[config.mk]
export PLATFORM = sky130hd
export DESIGN_NAME = nanorisc_multicycle_control
export DESIGN_NICKNAME = d
export VERILOG_FILES = /design/src/rtl/nanorisc_multicycle_control.sv
export SDC_FILE = /design/constraint.sdc
export NUM_CORES = 1
export LEC_CHECK = 0
export CORE_MARGIN = 2
export CORE_UTILIZATION = 35
export DETAILED_ROUTE_END_ITERATION = 6
export PLACE_DENSITY_LB_ADDON = 0.2
export SETUP_SLACK_MARGIN = 0.5
export SYNTH_ARGS = -nofsm -noshare
export SYNTH_HDL_FRONTEND = slang
export SYNTH_SLANG_ARGS = --single-unit
[constraint.sdc]
create_clock -name clock -period 1.6 [get_ports clock]
set_input_delay 0.48 -clock clock [delete_from_list [all_inputs] [get_ports clock]]
set_output_delay 0.48 -clock clock [all_outputs]
set_load 0.01 [all_outputs]
[src/rtl/nanorisc_multicycle_control.sv]
// NanoRisc multi-cycle control FSM: fetch/decode/execute sequencing with memory and
// send-port wait states, multi-cycle multiply, halt/resume and a sticky fault.
module nanorisc_multicycle_control #(
    parameter int OPCODE_WIDTH = 3,
    parameter int ULAOP_WIDTH  = 2,
    parameter int MUL_CYCLES   = 3,
    parameter int WAIT_MAX     = 0
) (
    input  logic                    clock,
    input  logic                    reset,
    input  logic                    imem_ready,
    input  logic [OPCODE_WIDTH-1:0] opcode,
    input  logic                    zero,
    input  logic                    mem_ready,
    input  logic                    send_ready,
    input  logic                    resume,
    output logic                    IRWrite,
    output logic                    PCWrite,
    output logic                    PCSrc,
    output logic                    RegWrite,
    output logic                    RegMemWrite,
    output logic                    MemRead,
    output logic                    MemWrite,
    output logic                    isBranch,
    output logic                    isSend,
    output logic                    send_valid,
    output logic [ULAOP_WIDTH-1:0]  ULAOp,
    output logic                    halted,
    output logic                    fault
);
    localparam int CW = (MUL_CYCLES > 1) ? $clog2(MUL_CYCLES) : 1;
    localparam int WW = (WAIT_MAX > 1) ? $clog2(WAIT_MAX + 1) : 1;

    typedef enum logic [3:0] {
        S_FETCH, S_DECODE, S_EXEC, S_MULT, S_MEMRD,
        S_MEMWR, S_BRANCH, S_SEND, S_HALTED, S_FAULT
    } state_t;

    state_t          r_state, w_next;
    logic [CW-1:0]   r_cnt;
    logic [WW-1:0]   r_wait;
    logic [31:0]     w_op_ext;
    logic            w_wait_state, w_ready, w_timeout;

    assign w_op_ext     = 32'(opcode);
    assign w_wait_state = (r_state == S_MEMRD) || (r_state == S_MEMWR) || (r_state == S_SEND);
    assign w_ready      = (r_state == S_SEND) ? send_ready : mem_ready;
    // A ready arriving in the same cycle the limit is hit still completes the access.
    assign w_timeout    = (WAIT_MAX != 0) && (32'(r_wait) == WAIT_MAX) && !w_ready;

    always_ff @(posedge clock or posedge reset) begin
        if (reset) begin
            r_state <= S_FETCH;
            r_cnt   <= '0;
            r_wait  <= '0;
        end else begin
            r_state <= w_next;
            if (r_state == S_DECODE)
                r_cnt <= CW'(MUL_CYCLES - 1);
            else if (r_state == S_MULT && r_cnt != '0)
                r_cnt <= r_cnt - 1'b1;
            if (r_state == S_DECODE)
                r_wait <= '0;
            else if (w_wait_state && !w_ready && r_wait != '1)
                r_wait <= r_wait + 1'b1;
        end
    end

    always_comb begin
        w_next      = r_state;
        IRWrite     = 1'b0;
        PCWrite     = 1'b0;
        PCSrc       = 1'b0;
        RegWrite    = 1'b0;
        RegMemWrite = 1'b0;
        MemRead     = 1'b0;
        MemWrite    = 1'b0;
        isBranch    = 1'b0;
        isSend      = 1'b0;
        send_valid  = 1'b0;
        ULAOp       = '0;
        halted      = 1'b0;
        fault       = 1'b0;
        case (r_state)
            S_FETCH: if (imem_ready) begin
                IRWrite = 1'b1;
                w_next  = S_DECODE;
            end
            S_DECODE: begin
                if (w_op_ext > 32'd7) w_next = S_FAULT;
                else case (w_op_ext[2:0])
                    3'd0, 3'd1: w_next = S_EXEC;
                    3'd2:       w_next = S_MULT;
                    3'd3:       w_next = S_MEMRD;
                    3'd4:       w_next = S_MEMWR;
                    3'd5:       w_next = S_BRANCH;
                    3'd6:       w_next = S_HALTED;
                    default:    w_next = S_SEND;
                endcase
            end
            S_EXEC: begin
                ULAOp    = ULAOP_WIDTH'(opcode[0]);
                RegWrite = 1'b1;
                PCWrite  = 1'b1;
                w_next   = S_FETCH;
            end
            S_MULT: begin
                ULAOp = ULAOP_WIDTH'(2);
                if (r_cnt == '0) begin
                    RegWrite = 1'b1;
                    PCWrite  = 1'b1;
                    w_next   = S_FETCH;
                end
            end
            S_MEMRD: begin
                MemRead = 1'b1;
                if (mem_ready) begin
                    RegMemWrite = 1'b1;
                    PCWrite     = 1'b1;
                    w_next      = S_FETCH;
                end else if (w_timeout) w_next = S_FAULT;
            end
            S_MEMWR: begin
                MemWrite = 1'b1;
                if (mem_ready) begin
                    PCWrite = 1'b1;
                    w_next  = S_FETCH;
                end else if (w_timeout) w_next = S_FAULT;
            end
            S_BRANCH: begin
                ULAOp    = ULAOP_WIDTH'(1);
                isBranch = 1'b1;
                PCWrite  = 1'b1;
                PCSrc    = ~zero;
                w_next   = S_FETCH;
            end
            S_SEND: begin
                isSend     = 1'b1;
                send_valid = 1'b1;
                if (send_ready) begin
                    RegWrite = 1'b1;
                    PCWrite  = 1'b1;
                    w_next   = S_FETCH;
                end else if (w_timeout) w_next = S_FAULT;
            end
            S_HALTED: begin
                halted = 1'b1;
                if (resume) begin
                    PCWrite = 1'b1;
                    w_next  = S_FETCH;
                end
            end
            S_FAULT: fault = 1'b1;
            default: w_next = S_FETCH;
        endcase
        // Outputs are forced low for the whole reset pulse, not just after the state resets.
        if (reset) begin
            IRWrite     = 1'b0;
            PCWrite     = 1'b0;
            PCSrc       = 1'b0;
            RegWrite    = 1'b0;
            RegMemWrite = 1'b0;
            MemRead     = 1'b0;
            MemWrite    = 1'b0;
            isBranch    = 1'b0;
            isSend      = 1'b0;
            send_valid  = 1'b0;
            ULAOp       = '0;
            halted      = 1'b0;
            fault       = 1'b0;
        end
    end
endmodule

Word level (Yosys, flattened, before mapping)
Index checks and enable logic that the tools add are counted.
- input bits: 10
- logic and storage cells: 75
- flip-flop bits (word level): 6
- output and inout bits: 14
- muxes and demuxes: 39
- reduce and logical (&&, ||, !) cells: 10
- bitwise gates (word level): 2
- $add $sub $neg: 1
- eq/ne operators: 20
- $lt $le $gt $ge: 1
- operator list (kind ; count):
    $pmux W4 S7 ; 1
    $mux W1 ; 25
    $mux W4 ; 6
    $pmux W4 S6 ; 1
    $eq A4 B3 Y1 const B ; 4
    $eq A3 B3 Y1 const B ; 3
    $eq A4 B2 Y1 const B ; 2
    $eq A4 B4 Y1 const B ; 2
    $eq A3 B2 Y1 const B ; 2
    $mux W2 ; 3
    $ne A2 B2 Y1 const B ; 3
    $pmux W2 S3 ; 1
    $reduce_and A6 Y1 ; 1
    $reduce_or A2 Y1 ; 3
    $pmux W1 S5 ; 1
    $eq A4 B1 Y1 const B ; 1
    $logic_not A4 Y1 ; 1
    $ne A2 B1 Y1 const B ; 2
    $reduce_bool A2 Y1 ; 2
    $eq A3 B1 Y1 const B ; 1
    $gt A3 B3 Y1 const B ; 1
    $logic_not A3 Y1 ; 1
    $pmux W1 S3 ; 1
    $logic_not A2 Y1 ; 1
    other kinds (3) ; 4

Depth between registers and ports, before layout
- depth after elaboration: 5
- mapped depth: 6
- mapped depth without buffers: 6

Worst setup path before layout
Ideal clock, no wire load.
- kind: register to output
- from: register r_cnt[0]
- to: output RegWrite
- cell stages (with the launch flop): 5
- buffers on the path: 0
- setup slack: -0.145 ns
- arrival time: 1.265 ns
- data required time: 1.120 ns
- cell sequence: dfrtp_1 inv_1 ha_1 nor2_1 a2111oi_1
- cells in the longest elaborated chain, start to end: 4
- RTL lines (item ; RTL line ; text):
    start: declaration ; 40 ; logic [CW-1:0] r_cnt;
    start signal: assignment ; 59 ; r_cnt <= CW'(MUL_CYCLES - 1);
    start signal: assignment ; 61 ; r_cnt <= r_cnt - 1'b1;
    $logic_not A2 Y1 ; 109 ; if (r_cnt == '0) begin
    $mux W1 ; 109 ;
    $pmux W1 S3 ; 84 ; case (r_state)
    $mux W1 ; 157 ; if (reset) begin
    end: declaration ; 20 ; output logic RegWrite,
Every way passes these cells.

Final worst setup path
- from: register r_state[2]
- to: output PCWrite
- cells in the longest elaborated chain, start to end: 4
- elaborated cells on any way between the ends: 11
- RTL lines (item ; RTL line ; text):
    start: declaration ; 39 ; state_t r_state, w_next;
    start signal: assignment ; 57 ; r_state <= w_next;
    $eq A4 B3 Y1 / $eq A4 B2 Y1 (equally long branches) ; 84 ;
    $reduce_or A2 Y1 (no source line) ; - ;
    $pmux W1 S5 (*) ; 84 ;
    $mux W1 (*) ; 157 ;
    end: declaration ; 18 ; output logic PCWrite,
Every way passes the cells marked *; elsewhere a longest branch is shown, timed or not.

==> metrics.md <==
| Metric | Value |
|---|---|
| Die area | 2075 sq um |
| DRC viols | 0 |
| Synth cell types | 33 |
| CTS tree | yes |
| Vias per cell | 5.806 |
| Post-Syn Instances | 81 |
| RR Startpoint | r_state[2]$_DFFE_PP0P_ |
| Worst setup SP type | flip-flop |
| Syn Nets | 92 |
| Layout Cells excl Fill | 160 |
| Reg2Reg Setup Slack | -0.09 ns |
| Maximum VDD drop | 1132 uV |
| Setup tns final | -3.825 ns |
| Post-Synth XOR/XNOR Area | 0.01449 |
| Rel. slew slack | 0.7360 |
| Die W | 45.56 microns |
| Largest net degree at the start of global routing | 8 |
| CTS Root Cell | clkbuf_4 |
| Final weighted congestion in routability-driven placement | 0.7757 |
| Worst hold slack | 0.5129 ns |
| Most frequent cells after synthesis | 8 x nor2_1, 6 x buf_2, 6 x dfrtp_1, 6 x inv_1, 6 x nand2_1 |
| CTS clock-pin slew for the worst setup and hold paths | 0.04 ns |
| Period minus WS final | 2.013 ns |
| Outcome | finished with violations |
| Synth Area in Adders | 0.02070 |
| Post-synth top area share | 0.2484 |
| Post-synth top area cell | dfrtp_1 |
| Core footprint | 1670 sq um |
| WL per Instance | 19.32 microns |
| Starting Density | 0.3618 |
| Required time of the critical path | 1.12 ns |
| Antenna Violating Nets Remaining | 0 |
| Sink Count | 6 |
| Layout cells sized above 1 | 0.7273 |
| Fin crit share | 1.258 |
| Largest family of logic cells by synthesized area | simple AND/OR/NAND/NOR gates |
| First-pass GRT wire length | 3815 microns |
| Clock tree buffer depth | 2 |
| Crit Path Class | reg2out |
| Post-synth EDFFs | 0 |
| Grt ovf | 0 |
| Crit path DAT | 1.53 ns |
| Setup WS post-layout | -0.4132 ns |
| Worst Reg-to-Reg Cells | 6 |
| Dpl cells | 143 |
| Most common cell in the netlist | nor2_1 |
| Simple-Gate Fraction of Synth Area | 0.2961 |
| Synth Area in Compound Gates | 0.2133 |
| IO Pins | 24 |
| Synthesized area per cell | 7.461 sq um |
| Critical path peak fanout | 6 |
| Vias | 929 |
| Yosys reg bits | 6 |
| Hpwl dp | 1603 microns |
| Synthesized area | 604.3 sq um |
| Initial DRC count | 29 |
| Failing checks | setup timing |
| Site Rows | 15 |
| Final Routed Wirelength | 3091 microns |
| H-tree levels | 1 |
| GR Util All Layers | 0.2578 |
| Die Ht | 45.56 microns |
| Hold WC Path Type | in2async |
| Worst Clk Skew | 0.003056 ns |
| Hold Fails Final Rpt | 0 |
| Top_reg_cell synth | dfrtp_1 |
| Synth Warn # | 0 |
| Max_cap viols | 0 |
| Dominant cells by area after synthesis | dfrtp_1 25%, mux2i_1 8.3%, buf_2 5.0% |
| Critical path capture point type | primary output |
| Max-slew violations | 0 |
| Initial antenna violation count | 0 |
| Vias in the first global route | 823 |
| Port Buffer Count | 23 |
| Worst slew pin tran | 0.3860 ns |
| Total Nets Final | 156 |
| Worst reg2reg path endpoint | r_state[0]$_DFFE_PP0P_ |
| Mux contribution to synthesized area | 0.1014 |
| Post-synthesis sequential area ratio | 0.2484 |
| CTS buffer count | 3 |
| Area Overhead vs Synth | 134.4% |
| Synth async-reset ratio | 1.000 |
| Final setup viols | 15 |
| DR pass1 iterations | 4 |
| Cell area power density | 1723 nW/um^2 |
| Clk_lat worst skew | 0.24 ns |
| RSZ-0062 raised after global routing | true |
| # diodes | 0 |
| F_max | 496.7 MHz |
| Pleak | 0.6560 nW |
==> area by class of cell <==
class | instances | area, sq um
multi-input cells | 61 | 640.6
fillers | 88 | 254.0
flip-flops and latches | 6 | 155.1
inverters | 6 | 22.52
well taps | 17 | 21.27
clock buffers | 3 | 22.52
repair buffers | 67 | 554.3
==> power breakdown <==
part | switching (mW) | leakage, nW | internal (mW) | total (mW)
combinational | 0.939 | 0.573 | 1.03 | 1.97
clock | 0.0499 | 0.0138 | 0.0845 | 0.134
sequential | 0.109 | 0.0694 | 0.228 | 0.337
==> critical path, cell delays in order, from the launching register on <==
cell      delay, ns
dfrtp_2        0.43
buf_6          0.13
mux2i_2        0.24
a21oi_1        0.11
o2111a_1       0.25
buf_2          0.14
==> placed cells by master, fill, tap and decap left out, types with 3 or more instances in the layout <==
master	n
buf_4	28
buf_6	19
buf_2	13
dlygate4sd2_1	5
nor2_1	4
nand2_1	4
mux2i_1	4
dfrtp_2	4
nand2b_4	3
inv_2	3
a21oi_2	3
inv_1	3
clkbuf_4	3
==> repair_timing <==
| action | CTS | global route |
|---|---|---|
| endpoints found under the setup margin | 20 | 20 |
| hold buffers | 0 | 0 |
| pin swaps | 17 | 6 |
| buffers inserted | 13 | 1 |
| gates resized for setup | 109 | 20 |
| cloned | 0 | 0 |
==> cell families (layout without fill, tap and decap cells) <==
logic type	Yosys count	count (layout)
buf+inv	14	76
fa+ha+maj	1	1
xor+xnor	1	1
mux	6	6
flops	6	6
compound gates	19	19
simple gates	34	34
==> through the flow <==
step | instance area [sq um] | util | setup WS (ns) | power (mW)
3_3_place_gp | 1135 | 0.6794 | -0.8923 | 1.540
5_1_grt | 1416 | 0.8479 | -0.4558 | 2.572
6_report | 1416 | 0.8479 | -0.4132 | 2.441
2_1_floorplan | 734.5 | - | 0.03256 | 1.051
3_5_place_dp | 1135 | 0.6794 | -0.9858 | 1.586
4_1_cts | 1323 | 0.7918 | -0.3638 | 2.110
==> flip-flops by register name, indices dropped and copies added (netlist names) <==
| name | flops |
|---|---|
| r_cnt | 2 |
| r_state | 4 |
==> how the worst max path moves through the flow <==
stage / startpoint / end / cells past startpoint
2_1_floorplan: reset / PCSrc / 4
3_3_place_gp: send_ready / RegWrite / 4
3_5_place_dp: send_ready / RegWrite / 4
4_1_cts: r_state[2]$_DFFE_PP0P_ / PCWrite / 5
5_1_grt: r_cnt[0]$_DFFE_PP0P_ / PCWrite / 6
6_report: r_state[2]$_DFFE_PP0P_ / PCWrite / 5
==> routing by layer <==
layer,routed length [microns],up-vias,share of wire,global-route usage
met2,1640,39,0.53,0.4282
met4,152,0,0.049,0.1235
li1,-,417,-,-
met5,0,-,0,0
met3,108,14,0.035,0.007937
met1,1190,459,0.38,0.3424
(Power assumes the default switching activity.)
